--- src/rtl/lsu_split.sv ---
// Registered load/store unit: one byte/half/word access as one or two aligned bus beats, with bus timeout.
// Define LSU_MISALIGNED_SPLIT_EN to split misaligned accesses; otherwise they return invalid without a bus beat.
module lsu_split #(
   parameter int ADDR_WIDTH     = 32,
   parameter int TIMEOUT_CYCLES = 255,
   parameter int CNT_WIDTH      = $clog2(TIMEOUT_CYCLES + 1)
) (
   input  logic                  clk,
   input  logic                  rst_n,
   input  logic                  w_en_i,
   input  logic                  r_en_i,
   input  logic [1:0]            type_i,
   input  logic                  sign_extend_i,
   input  logic [ADDR_WIDTH-1:0] addr_i,
   input  logic [31:0]           wdata_i,
   output logic                  ready_o,
   output logic                  done_o,
   output logic                  invalid_o,
   output logic [31:0]           rdata_o,
   output logic                  dmem_valid_o,
   input  logic                  dmem_ready_i,
   output logic [ADDR_WIDTH-1:0] dmem_addr_o,
   output logic [31:0]           dmem_wdata_o,
   output logic [3:0]            dmem_we_o,
   input  logic [31:0]           dmem_rdata_i
);

   // state | meaning
   // IDLE  | ready for a request
   // BEAT0 | first (or only) bus beat, word containing addr
   // BEAT1 | second beat of a split access, next word
   // RESP  | done pulse, invalid if misaligned/bad type/timeout
   localparam logic [1:0] S_IDLE  = 2'd0;
   localparam logic [1:0] S_BEAT0 = 2'd1;
   localparam logic [1:0] S_BEAT1 = 2'd2;
   localparam logic [1:0] S_RESP  = 2'd3;

   localparam logic [1:0] DATA_BYTE      = 2'b00;
   localparam logic [1:0] DATA_HALF_WORD = 2'b01;
   localparam logic [1:0] DATA_WORD      = 2'b10;

   localparam int CW = (CNT_WIDTH > 0) ? CNT_WIDTH : 1;
   localparam logic [CW-1:0] TO_LAST = (TIMEOUT_CYCLES > 0) ? CW'(TIMEOUT_CYCLES - 1) : '0;

   logic [1:0]            state_q, state_d;
   logic [ADDR_WIDTH-1:0] addr_q, addr_d;
   logic [1:0]            type_q, type_d;
   logic                  sext_q, sext_d;
   logic                  we_dir_q, we_dir_d;
   logic [31:0]           wdata_q, wdata_d;
   logic [31:0]           asm_q, asm_d;
   logic [31:0]           rdata_q, rdata_d;
   logic                  inv_q, inv_d;
   logic [CW-1:0]         cnt_q, cnt_d;

   logic [2:0]            sz_q;
   logic                  split;
   logic                  beat_active;
   logic [ADDR_WIDTH-1:0] word0;
   logic [31:0]           asm_cap;
   logic [31:0]           ext;

   function automatic logic [2:0] size_of(input logic [1:0] t);
      case (t)
         DATA_BYTE:      return 3'd1;
         DATA_HALF_WORD: return 3'd2;
         DATA_WORD:      return 3'd4;
         default:        return 3'd0;
      endcase
   endfunction

   function automatic logic is_bad(input logic [1:0] t, input logic [1:0] off);
      if (t == 2'b11) return 1'b1;
`ifdef LSU_MISALIGNED_SPLIT_EN
      return (off == 2'b11) && 1'b0;
`else
      return ((4'(off) + 4'(size_of(t))) > 4'd4) || ((t == DATA_HALF_WORD) && off[0]);
`endif
   endfunction

   assign sz_q        = size_of(type_q);
   assign split       = (4'(addr_q[1:0]) + 4'(sz_q)) > 4'd4;
   assign beat_active = (state_q == S_BEAT0) || (state_q == S_BEAT1);
   assign word0       = {addr_q[ADDR_WIDTH-1:2], 2'b00};

   assign ready_o      = (state_q == S_IDLE);
   assign done_o       = (state_q == S_RESP);
   assign invalid_o    = done_o & inv_q;
   assign dmem_valid_o = beat_active;
   assign dmem_addr_o  = (state_q == S_BEAT1) ? word0 + ADDR_WIDTH'(4) : word0;

   // Lane k holds the memory byte at word offset k; j is the value byte that maps onto it this beat.
   always_comb begin
      int j;
      j            = 0;
      dmem_we_o    = 4'h0;
      dmem_wdata_o = 32'h0;
      asm_cap      = asm_q;
      for (int k = 0; k < 4; k++) begin
         if (state_q == S_BEAT1) j = k + 4 - int'(addr_q[1:0]);
         else                    j = k - int'(addr_q[1:0]);
         if (beat_active && (j >= 0) && (j < int'(sz_q))) begin
            dmem_we_o[3-k] = we_dir_q;
            if (we_dir_q) dmem_wdata_o[31-8*k -: 8] = wdata_q[8*j +: 8];
            asm_cap[8*j +: 8] = dmem_rdata_i[31-8*k -: 8];
         end
      end
   end

   always_comb begin
      ext = asm_q;
      if (sz_q == 3'd1)      ext[31:8]  = sext_q ? {24{asm_q[7]}}  : 24'h0;
      else if (sz_q == 3'd2) ext[31:16] = sext_q ? {16{asm_q[15]}} : 16'h0;
   end

   assign rdata_o = (done_o && !inv_q && !we_dir_q) ? ext : rdata_q;
   assign rdata_d = rdata_o;

   always_comb begin
      state_d  = state_q;
      addr_d   = addr_q;
      type_d   = type_q;
      sext_d   = sext_q;
      we_dir_d = we_dir_q;
      wdata_d  = wdata_q;
      asm_d    = asm_q;
      inv_d    = inv_q;
      cnt_d    = cnt_q;
      case (state_q)
         S_IDLE: begin
            if (w_en_i || r_en_i) begin
               addr_d   = addr_i;
               type_d   = type_i;
               sext_d   = sign_extend_i;
               we_dir_d = w_en_i;
               wdata_d  = wdata_i;
               asm_d    = 32'h0;
               cnt_d    = '0;
               inv_d    = is_bad(type_i, addr_i[1:0]);
               state_d  = inv_d ? S_RESP : S_BEAT0;
            end
         end
         S_BEAT0, S_BEAT1: begin
            if (dmem_ready_i) begin
               asm_d   = asm_cap;
               cnt_d   = '0;
               state_d = (state_q == S_BEAT0 && split) ? S_BEAT1 : S_RESP;
            end else if ((TIMEOUT_CYCLES != 0) && (cnt_q == TO_LAST)) begin
               inv_d   = 1'b1;
               state_d = S_RESP;
            end else begin
               cnt_d = cnt_q + CW'(1);
            end
         end
         default: state_d = S_IDLE;
      endcase
   end

   always_ff @(posedge clk) begin
      if (!rst_n) begin
         state_q  <= S_IDLE;
         addr_q   <= '0;
         type_q   <= 2'b00;
         sext_q   <= 1'b0;
         we_dir_q <= 1'b0;
         wdata_q  <= 32'h0;
         asm_q    <= 32'h0;
         rdata_q  <= 32'h0;
         inv_q    <= 1'b0;
         cnt_q    <= '0;
      end else begin
         state_q  <= state_d;
         addr_q   <= addr_d;
         type_q   <= type_d;
         sext_q   <= sext_d;
         we_dir_q <= we_dir_d;
         wdata_q  <= wdata_d;
         asm_q    <= asm_d;
         rdata_q  <= rdata_d;
         inv_q    <= inv_d;
         cnt_q    <= cnt_d;
      end
   end

endmodule

--- config.mk ---
export PLATFORM = sky130hd
export DESIGN_NAME = lsu_split
export DESIGN_NICKNAME = d
export VERILOG_FILES = /design/src/rtl/lsu_split.sv
export SDC_FILE = /design/constraint.sdc
export NUM_CORES = 1
export LEC_CHECK = 0
export CORE_ASPECT_RATIO = 2
export CORE_MARGIN = 5
export CORE_UTILIZATION = 65
export DETAILED_ROUTE_END_ITERATION = 10
export DONT_BUFFER_PORTS = 1
export PLACE_DENSITY = 0.85
export SETUP_SLACK_MARGIN = 0.15
export SYNTH_ARGS = -nofsm -noshare
export SYNTH_HDL_FRONTEND = slang
export SYNTH_SLANG_ARGS = --single-unit
--- constraint.sdc ---
create_clock -name clk -period 5.5 [get_ports clk]
set_input_delay 1.375 -clock clk [delete_from_list [all_inputs] [get_ports clk]]
set_output_delay 1.375 -clock clk [all_outputs]
set_load 0.005 [all_outputs]
Word level (Yosys, flattened, before mapping)
Index checks and enable logic that the tools add are counted.
{"block": "totals", "register_bits": 143, "out_inout_bits": 104}
{"block": "classes", "n_eq_ne": 17, "bitwise": 1, "addsub": 16, "shift": 12, "order_cmp": 10, "n_reduce_logical": 27, "mux": 60}
{"op": "$mux 32", "count": 12}
{"op": "$neg 32->33", "count": 4}
{"op": "$shift 8x33->32 const A", "count": 4}
{"op": "$shiftx 8x33->32", "count": 4}
{"op": "$bwmux 32", "count": 4}
{"op": "$ge 32x1->1 const B", "count": 4}
{"op": "$lt 32x4->1", "count": 4}
{"op": "$shiftx 32x32->8", "count": 4}
{"op": "$mux 8", "count": 12}
{"op": "$pmux 32 s2", "count": 1}
{"op": "$mux 16", "count": 3}
{"op": "$add 32x3->32 const B", "count": 1}
{"op": "$mux 24", "count": 1}
{"op": "$pmux 3 s3", "count": 2}
{"op": "$pmux 8 s2", "count": 1}
{"op": "$sub 3x2->4 const A", "count": 4}
{"op": "$mux 1", "count": 15}
{"op": "$logic_and 1x1->1", "count": 12}
{"op": "$eq 2x2->1 const B", "count": 5}
{"op": "$mux 3", "count": 3}
{"op": "$add 2x3->4", "count": 2}
{"op": "$add 8x1->8 const B", "count": 1}
{"op": "$eq 8x8->1 const B", "count": 1}
{"op": "$gt 4x3->1 const B", "count": 2}
{"op": "20 further kinds", "count": 37}

Logic depth before layout (Yosys ltp)
Gate-level depths: netlist (run 1).
{"block": "logic_depth", "word_depth": 16, "ltp_mapped": 17, "mapped_depth_nobuf": 14}

Least setup slack after synthesis (run 1)
No wires, ideal clock.
{"block": "synth_timing", "kind": "register -> output", "from": "register addr_q[1]", "to": "output port dmem_wdata_o[24]", "stages_incl_launch_ff": 12, "setup_slack_ps": 737, "path_buffers": 3, "required_time_ps": 4125, "arrival_ps": 3388, "path_cell_list": "dfxtp_1 > clkbuf_1 > clkbuf_1 > inv_1 > ha_1 > inv_1 > ha_1 > o21bai_1 > a2111oi_2 > and2_1 > clkbuf_1 > and3_1"}
{"block": "synth_between", "elab_chain_len": 6, "elab_cells_between_ends": 10}
{"element": "start: declaration", "line_no": "46", "rtl": "logic [ADDR_WIDTH-1:0] addr_q, addr_d;"}
{"element": "start signal: assignment", "line_no": "173", "rtl": "addr_q <= addr_d;"}
{"element": "$sub 3x2->4 / $sub 1x2->3 (equally long branches)", "line_no": "100, 101"}
{"element": "$mux 32 (*)", "line_no": "100", "rtl": "if (state_q == S_BEAT1) j = k + 4 - int'(addr_q[1:0]);"}
{"element": "$ge 32x1->1", "line_no": "102", "rtl": "if (beat_active && (j >= 0) && (j < int'(sz_q))) begin"}
{"element": "$logic_and 1x1->1 (2 in series)", "line_no": "102"}
{"element": "$mux 8 (*)", "line_no": "102"}
{"element": "end: declaration", "line_no": "23", "rtl": "output logic [31:0] dmem_wdata_o,"}
Every way passes the cells marked *; elsewhere a longest branch is shown, timed or not.

Worst setup path after layout (run 1)
{"block": "layout_timing", "from": "register addr_q[0]", "to": "output port dmem_wdata_o[27]"}
Same word-level chain as after synthesis.

==> qor.yml, run 1 <==
outcome: "completed"
crit_family: "simple AND/OR/NAND/NOR gates"
cts_hold_buf: 0
grt_pass1_vias: 9529
htreeDepth: 4
wl_per_cell_um: 22.9
syn_area_um2: 9780
fin_crit_ns: 5.00
worst-path-buf-inv: 2
vias: 9288
dp_cells: 1352
hold_violations: 0
via_per_inst: 6.71
die-area_um2: 17700
synth_cell_types: 74
clk_latency_ns: 0.43
synth_top_area_share_pct: 29.3
num_antenna_cells: 0
synth_seq_area_share_pct: 29.3
critPathArrivalTime_ns: 3.62
die_h_um: 183
cts_root_buf: "clkbuf_16"
wl_mm: 31.8
fin_setup_tns_ns: 0
max_stage_delay_ns: 0.63
start_kind: "flop"
crit_slowest_cell: "dfxtp_2"
synth_area_per_cell_um2: 8.02
core_area_um2: 14800
synth-seq-cells: 143
antenna_found_initial: 0
place_hpwl_mm: 23.4
fin_cells: 1384
ys_top_cells_by_area: "dfxtp_1 29%, nand2_1 9.2%, mux4_2 7.4%, a21boi_0 5.2%, ha_1 4.9%"
initial_core_util_pct: 66.0
grt_pass1_wl_mm: 49.9
fill_cells: 1278
cp.required_ns: 4.12
setup_viol: 0
drive_gt1_share_pct: 10.2
setup.worst_path.class: "flop to primary output"
drv_cap: 0
powerDensity_nw_per_um2: 451
globalplace.congestion: 1.08
drt_iter0_markers: 635
grt_max_degree: 109
clk_path_buf_depth: 2
drv_slew: 0
p_leak_nw: 3.95
yosysTopAreaCell: "dfxtp_1"
pre_cts_slack_ns: 0.995
post-route-drc-count: 0
fin_worst_skew_ns: 0.00723
clk_pin_slew_ns: 0.06
ant_nets: 0
ctsResizeCount: 0
worst_slack_ns: 0.501
num_rows: 63
max_slew.worst_pin.slew_ns: 0.992
fmax_mhz: 200
async_reset_ff_share_pct: 0
cp_cell_sequence: "inv_1 > ha_1 > inv_1 > ha_1 > o21bai_1 > a2111oi_2 > and2_1 > and3_1"
cts_buffers: 17
final_nets: 1323
synthCells: 1220
period_share_pct: 90.9
worstHoldPathType: "flop to flop"
ir_drop_mv: 0.322
yosys_warnings: 0
postCtsSetupBuffers: 0
dr.pass1.iters: 6
boundaryPins: 208
cts_tree: "built"
syn2layout_area_growth_pct: 6.53
cp_max_fo: 21
slew_headroom_pct: 33.6
synth_edf_count: 0
ys.flop_type: "dfxtp_1"
rsz0062_at_grt: "false"
yosys-top-cells-count: "240 x nand2_1, 143 x dfxtp_1, 74 x nor2_1, 68 x a21boi_0, 67 x a21oi_1"
hold_slack_ns: 0.479
io_buffers: 0
power_mw: 4.70
grtUsageTotal_pct: 35.4
overflow: 0
end_kind: "primary output"
cts_sinks: 143
die_w_um: 96.7
synth.most_common_cell: "nand2_1"
## placed cells by master (no fill, tap or decap), types with 8 or more instances in the layout
master     Yosys  routed
nand2_1      240     240
dfxtp_1      143     142
nor2_1        74      74
a21boi_0      68      68
a21oi_1       67      67
o21ai_0       48      48
and2_1        41      41
ha_1          38      38
inv_1         34      34
nand3_1       33      33
mux4_2        32      32
and3_1        31      31
xnor2_1       26      26
nor2b_1       23      23
nand2b_1      20      20
nor3_1        19      19
nand4_1       17      17
clkbuf_16      0      17
buf_4          2      15
o221ai_1      12      12
xor2_1        11      11
mux2_2        10      10
o31ai_1        9       9
o211ai_1       9       9
o21a_1         9       8
## metrics by stage
step / utilization (%) / cell area [µm²]
3_3_place_gp: 66.3 / 9820
4_1_cts: 70.3 / 10400
3_5_place_dp: 66.3 / 9820
6_report: 70.3 / 10400
2_1_floorplan: - / 9780
5_1_grt: 70.3 / 10400
## power by group
part	total (mW)	internal [mW]	switching, mW
Clock	1.17	0.694	0.477
Combinational	2.12	0.765	1.35
Sequential	1.42	1.21	0.205
## logic make-up after synthesis
| kind of cell | count (synthesis) | share of synthesized area, % |
|---|---|---|
| multiplexers | 45 | 8.83 |
| buffers and inverters | 113 | 4.80 |
| AND/OR/NAND/NOR | 544 | 27.1 |
| AO/OA/AOI/OAI | 294 | 20.8 |
| flip-flops | 143 | 29.3 |
| adder cells (fa/ha/maj) | 43 | 5.89 |
| other | 1 | 0.0383 |
| XOR/XNOR | 37 | 3.31 |
## layout make-up
type	instances	area, µm²	share of cell area [%]
multi-input cells	965	6480	62.2
flip-flops and latches	143	2860	27.5
clock buffers	20	457	4.38
well taps	195	244	2.34
clock inverters	12	136	1.31
inverters	34	128	1.23
repair buffers	15	113	1.08
## tightest hold or removal path: cells and delay by family, from the launching register on
kind | cells | cell delay [ns]
AOI/OAI and AO/OA | 1 | 0.06
DFF | 1 | 0.32
and+or+nand+nor | 1 | 0.05
## routing by layer
layer  share of wire [%]  vias to the layer above  GRT usage [%]
met5                   0                        -              0
met1                  31                     4318           33.8
met2                  51                      557           63.9
li1                    -                     4231              -
met3                 9.8                      182           10.5
met4                 8.0                        0           25.5
## worst paths after layout
| kind | startpoint | to | slack (ns) | depth (start not counted) |
|---|---|---|---|---|
| max | addr_q[0]$_SDFFE_PN0P_ | dmem_wdata_o[27] | 0.50 | 8 |
| min | addr_q[31]$_SDFFE_PN0P_ | addr_q[31]$_SDFFE_PN0P_ | 0.48 | 2 |
| max reg2reg | addr_q[0]$_SDFFE_PN0P_ | asm_q[12]$_SDFFE_PN0P_ | 1.03 | 14 |
| min reg2reg | addr_q[31]$_SDFFE_PN0P_ | addr_q[31]$_SDFFE_PN0P_ | 0.48 | 2 |
## registers in the layout, indices dropped and copies added, names as in the netlist
| name | flops |
|---|---|
| wdata_q | 32 |
| we_dir_q | 1 |
| addr_q | 32 |
| inv_q | 1 |
| sext_q | 1 |
| rdata_q | 32 |
| type_q | 2 |
| state_q | 2 |
| asm_q | 32 |
| cnt_q | 8 |
Note: power is estimated with default switching activity, not from simulation.
==> inputs of run 2 (changes only) <==
Settings changed: CORE_UTILIZATION 65 to 59, PLACE_DENSITY 0.85 to 0.82.
Clock period 5.5 ns to 4.3 ns, I/O delays scaled along.
==> qor.yml, run 2 (synthesized netlist as in run 1, its figures left out) <==
max_stage_delay_ns: 0.37  # was 0.63 ns
crit_slowest_cell: "a2111oi_4"  # was dfxtp_2
slew_headroom_pct: 27.7  # was 33.6%
die_w_um: 101  # was 96.7 µm
grtUsageTotal_pct: 35.0  # was 35.4%
final_common_cell: "nand2_1"  # unchanged
end_kind: "primary output"  # unchanged
fin_setup_tns_ns: 0  # unchanged
min_from: "asm_q[22]$_SDFFE_PN0P_"  # was addr_q[31]$_SDFFE_PN0P_
drive_gt1_share_pct: 12.1  # was 10.2%
grt_max_degree: 109  # unchanged
wl_mm: 33.6  # was 31.8 mm
globalplace.congestion: 1.07  # was 1.08
boundaryPins: 208  # unchanged
r2r_cells: 12  # was 14
overflow: 0  # unchanged
cp_cell_sequence: "inv_2 > buf_4 > ha_2 > inv_1 > ha_1 > inv_1 > ha_1 > a2111oi_4 > buf_4 > and2_4 > and3_1"  # was inv_1 > ha_1 > inv_1 > ha_1 > o21bai_1 > a2111oi_2 > and2_1 > and3_1
num_rows: 66  # was 63
io_buffers: 0  # unchanged
final_nets: 1337  # was 1,323
clk_pin_slew_ns: 0.07  # was 0.06 ns
cts_tree: "built"  # unchanged
critPathArrivalTime_ns: 2.97  # was 3.62 ns
antenna_found_initial: 1  # was 0
hold-path-cell-count: 1  # was 2
grt_pass1_wl_mm: 51.9  # was 49.9 mm
place_hpwl_mm: 23.9  # was 23.4 mm
cp.required_ns: 3.22  # was 4.12 ns
hold_violations: 0  # unchanged
die-area_um2: 19400  # was 17,700 µm²
wl_per_cell_um: 23.9  # was 22.9 µm
grt_pass1_vias: 9525  # was 9,529
reg2reg_setup_slack_ns: 0.46  # was 1.03 ns
dr.pass1.iters: 7  # was 6
ir_drop_mv: 0.335  # was 0.322 mV
worst-path-buf-inv: 5  # was 2
p_leak_nw: 4.05  # was 3.95 nW
crit_family: "adder cells"  # was simple AND/OR/NAND/NOR gates
utilization_pct: 65.7  # was 70.3%
most-common-layout-cells: "240 x nand2_1, 142 x dfxtp_1, 74 x nor2_1, 68 x a21boi_0, 66 x a21oi_1"  # was 240 x nand2_1, 142 x dfxtp_1, 74 x nor2_1, 68 x a21boi_0, 67 x a21oi_1
cts_root_buf: "clkbuf_16"  # unchanged
worstHoldPathType: "flop to flop"  # unchanged
drv_slew: 0  # unchanged
setup.worst_path.class: "flop to primary output"  # unchanged
die_h_um: 192  # was 183 µm
htreeDepth: 4  # unchanged
core_area_um2: 16300  # was 14,800 µm²
clk_latency_ns: 0.44  # was 0.43 ns
multi_input_comb_area_um2: 6580  # was 6480 µm²
power_mw: 6.39  # was 4.70 mW
rsz0062_at_grt: "true"  # was false
cp_max_fo: 5  # was 21
clk_path_buf_depth: 2  # unchanged
post-route-drc-count: 0  # unchanged
ant_nets: 0  # unchanged
rr_endpoint: "asm_q[8]$_SDFFE_PN0P_"  # was asm_q[12]$_SDFFE_PN0P_
fin_worst_skew_ns: 0.00850  # was 0.00723 ns
drv_cap: 0  # unchanged
outcome: "completed"  # unchanged
holdPathEnd: "asm_q[22]$_SDFFE_PN0P_"  # was addr_q[31]$_SDFFE_PN0P_
register_area_um2: 2860  # unchanged
setup_viol: 0  # unchanged
placed_area_um2: 9910  # was 9820 µm²
final_cell_area_um2: 10700  # was 10,400 µm²
vias: 9435  # was 9,288
fmax_mhz: 247
fill_cells: 1404  # was 1,278
fin_crit_ns: 4.05
syn2layout_area_growth_pct: 9.28  # was 6.53%
crit_cells: 11  # was 8
max_slew.worst_pin.slew_ns: 1.08  # was 0.992 ns
via_per_inst: 6.70  # was 6.71
cts_sinks: 143  # unchanged
drt_iter0_markers: 578  # was 635
reg2reg_from: "addr_q[0]$_SDFFE_PN0P_"  # unchanged
cts_hold_buf: 0  # unchanged
cts_buffers: 17  # unchanged
period_share_pct: 94.1
initial_core_util_pct: 60.1  # was 66.0%
start_kind: "flop"  # unchanged
powerDensity_nw_per_um2: 598  # was 451 nW/µm²
[run 2: changes by cell type in the layout (fill, tap and decap cells not counted), sizes merged, moves of 2 or more]
cell / delta
buf: +12
bufinv: +3
clkinv: -3
clkbuf: +2
[run 2: power by group]
part	leakage, nW	switching (mW)	internal (mW)
combinational	2.57	1.85	1.08
clock	0.310	0.604	1.06
sequential	1.17	0.242	1.55
total	4.05	2.70	3.69
[run 2: cell type report]
cell class	count	share of cell area, %
multi-input cells	967	61.6
flip-flops and latches	143	26.8
clock buffers	22	4.34
well taps	204	2.39
repair buffers	27	1.93
clock inverters	10	1.72
inverters	34	1.19
diodes	1	0.0234
[run 2: per-layer routing]
layer,vias to the layer above,track usage (%),part of all wire [%]
met1,4455,33.8,31
li1,4269,-,-
met2,529,59.9,50
met3,182,11.4,9.7
met5,-,0,0
met4,0,27.1,8.9
[run 2: worst max-delay path by stage]
stage	startpoint	end	slack [ns]
2_1_floorplan	addr_q[1]$_SDFFE_PN0P_	dmem_wdata_o[24]	0.19
3_3_place_gp	state_q[0]$_SDFFE_PN0P_	dmem_wdata_o[22]	0.41
3_5_place_dp	addr_q[0]$_SDFFE_PN0P_	dmem_wdata_o[15]	0.27
4_1_cts	addr_q[1]$_SDFFE_PN0P_	dmem_wdata_o[31]	0.16
5_1_grt	addr_q[1]$_SDFFE_PN0P_	dmem_wdata_o[25]	0.1
6_report	addr_q[1]$_SDFFE_PN0P_	dmem_wdata_o[27]	0.25
[run 2: what timing repair did]
item                                    4_1_cts  5_1_grt
cloned                                        1        1
endpoints found under the setup margin       33       30
pin swaps                                     1        1
buffers inserted                              0        2
resized for setup                             8       14
hold endpoints to repair                      0        0
[run 2: through the flow]
stage	hold slack (ns)	setup slack (ns)	std cells
final	0.466	0.252	1408
after detailed placement	0.450	0.272	1371
after floorplan	0.433	0.193	1221
after CTS	0.469	0.156	1404
after global routing	0.494	0.0971	1408
after global placement	0.455	0.413	1371
==> inputs of run 3 (changes only) <==
Settings changed: CORE_UTILIZATION 59 to 45, HOLD_SLACK_MARGIN from default to 0.05, PLACE_DENSITY 0.82 to 0.66.
==> qor.yml, run 3 (synthesized netlist as in run 1, its figures left out) <==
cts_buffers: 17  # unchanged
via_per_inst: 6.24  # was 6.70
grt_pass1_wl_mm: 52.3  # was 51.9 mm
wl_per_cell_um: 23.2  # was 23.9 µm
fin_cells: 1484  # was 1,408
place_hpwl_mm: 25.5  # was 23.9 mm
fill_cells: 2152  # was 1,404
ant_nets: 0  # unchanged
min_from: "addr_q[31]$_SDFFE_PN0P_"  # was asm_q[22]$_SDFFE_PN0P_
rsz0062_at_grt: "true"  # unchanged
wl_met2_mm: 18.1  # was 16.8 mm
cts_hold_buf: 0  # unchanged
max_stage_delay_ns: 0.58  # was 0.37 ns
initial_core_util_pct: 45.5  # was 60.1%
drive_gt1_share_pct: 12.6  # was 12.1%
end_kind: "primary output"  # unchanged
rr_endpoint: "asm_q[8]$_SDFFE_PN0P_"  # unchanged
cp_cell_sequence: "inv_1 > ha_1 > inv_4 > ha_1 > inv_1 > ha_1 > a2111oi_4 > and2_4 > and3_1"  # was inv_2 > buf_4 > ha_2 > inv_1 > ha_1 > inv_1 > ha_1 > a2111oi_4 > buf_4 > and2_4 > and3_1
vias: 9259  # was 9,435
outcome: "completed"  # unchanged
overflow: 0  # unchanged
fin_setup_tns_ns: 0  # unchanged
core_area_um2: 21500  # was 16,300 µm²
clk_pin_slew_ns: 0.06  # was 0.07 ns
dp_cells: 1445  # was 1,371
antenna_found_initial: 1  # unchanged
grt_pass1_vias: 9269  # was 9,525
clk_latency_ns: 0.45  # was 0.44 ns
fmax_mhz: 242  # was 247 MHz
wl_mm: 34.5  # was 33.6 mm
io_buffers: 0  # unchanged
drt_iter0_markers: 736  # was 578
crit_slowest_cell: "a2111oi_4"  # unchanged
num_rows: 76  # was 66
cp.required_ns: 3.22  # about the same
drv_slew: 0  # unchanged
die-area_um2: 25000  # was 19,400 µm²
drv_cap: 0  # unchanged
htreeDepth: 4  # unchanged
ir_drop_mv: 0.400  # was 0.335 mV
final_common_cell: "nand2_1"  # unchanged
worstHoldPathType: "flop to flop"  # unchanged
most-common-layout-cells: "240 x nand2_1, 142 x dfxtp_1, 74 x nor2_1, 68 x a21boi_0, 67 x a21oi_1"  # was 240 x nand2_1, 142 x dfxtp_1, 74 x nor2_1, 68 x a21boi_0, 66 x a21oi_1
grtUsageTotal_pct: 27.5  # was 35.0%
cts_root_buf: "clkbuf_16"  # unchanged
drt-met1-wl_mm: 11.4  # was 10.5 mm
setup_viol: 0  # unchanged
cts_sinks: 143  # unchanged
setup.worst_path.class: "flop to primary output"  # unchanged
die_h_um: 218  # was 192 µm
fin_worst_skew_ns: 0.0101  # was 0.00850 ns
cp_max_fo: 7  # was 5
highest-signal-layer: "met4"  # unchanged
post-route-drc-count: 0  # unchanged
hold_violations: 0  # unchanged
start_kind: "flop"  # unchanged
max_slew.worst_pin.slew_ns: 1.01  # was 1.08 ns
syn2layout_area_growth_pct: 10.1  # was 9.28%
reg2reg_from: "addr_q[0]$_SDFFE_PN0P_"  # unchanged
die_w_um: 114  # was 101 µm
final_nets: 1346  # was 1,337
period_share_pct: 96.2  # was 94.1%
met3_length_mm: 2.63  # was 3.25 mm
clk_path_buf_depth: 2  # unchanged
r2r_cells: 12  # unchanged
holdPathEnd: "addr_q[31]$_SDFFE_PN0P_"  # was asm_q[22]$_SDFFE_PN0P_
critPathArrivalTime_ns: 3.06  # was 2.97 ns
boundaryPins: 208  # unchanged
cpMostUsedCell: "ha_1"
worst_slack_ns: 0.164  # was 0.252 ns
reg2reg_setup_slack_ns: 0.46  # about the same
p_leak_nw: 4.06  # was 4.05 nW
grt_max_degree: 109  # unchanged
hold-path-cell-count: 2  # was 1
slew_headroom_pct: 32.4  # was 27.7%
hold_slack_ns: 0.472  # was 0.466 ns
cts_tree: "built"  # unchanged
power_mw: 6.24  # was 6.39 mW
pre_cts_slack_ns: 0.325  # was 0.272 ns
dr.pass1.iters: 6  # was 7
fin_crit_ns: 4.14  # was 4.05 ns
powerDensity_nw_per_um2: 579  # was 598 nW/µm²
globalplace.congestion: 0.977  # was 1.07
run 3: changes by cell type in the layout (fill, tap and decap cells not counted), sizes merged:
cell,change
buf,+9
bufinv,-2
clkbuf,-2
clkinvlp,+2
clkinv,+1
inv,-1
run 3: power breakdown:
part / internal [mW] / total [mW] / switching (mW)
Clock: 0.918 / 1.51 / 0.591
Combinational: 1.10 / 2.94 / 1.84
Sequential: 1.55 / 1.79 / 0.241
Total: 3.57 / 6.24 / 2.67
run 3: timing repair:
| action | in CTS | in global routing |
|---|---|---|
| setup endpoints to repair | 29 | 31 |
| endpoints found under the hold margin | 0 | 0 |
| setup buffers | 0 | 6 |
| cloned | 1 | 1 |
| pin swaps | 1 | 3 |
| resized for setup | 8 | 11 |
run 3: worst max path at each step:
stage / start / to / cells past startpoint
2_1_floorplan: addr_q[1]$_SDFFE_PN0P_ / dmem_wdata_o[24] / 11
3_3_place_gp: state_q[0]$_SDFFE_PN0P_ / dmem_wdata_o[23] / 9
3_5_place_dp: state_q[0]$_SDFFE_PN0P_ / dmem_wdata_o[16] / 9
4_1_cts: addr_q[0]$_SDFFE_PN0P_ / dmem_wdata_o[30] / 9
5_1_grt: addr_q[1]$_SDFFE_PN0P_ / dmem_wdata_o[30] / 9
6_report: state_q[0]$_SDFFE_PN0P_ / dmem_wdata_o[31] / 9
run 3: cell type report:
cell class,instances,area (µm²),area share (%)
diodes,1,2.50,0.0232
repair buffers,36,274,2.55
clock buffers,20,447,4.15
well taps,273,342,3.17
clock inverters,10,140,1.30
flip-flops and latches,143,2860,26.6
multi-input cells,967,6560,61.0
inverters,34,134,1.24
run 3: per-layer routing:
metal,vias up,GRT usage [%]
met5,-,0
met4,0,17.4
met3,127,7.87
met2,389,50.3
met1,4460,26.2
li1,4283,-
run 3: metrics by stage:
step | utilization [%] | area, µm²
after detailed placement | 46.7 | 10000
after global routing | 50.1 | 10800
after floorplan | - | 9790
after CTS | 49.6 | 10700
final | 50.1 | 10800
after global placement | 46.7 | 10000
run 3: worst max-delay path: cells and delay by family (launching register included):
family | cells | cell delay, ns
AO/OA/AOI/OAI | 1 | 0.58
adder cells (fa/ha/maj) | 3 | 0.81
buffers and inverters | 3 | 0.31
flip-flops | 1 | 0.38
AND/OR/NAND/NOR | 2 | 0.53
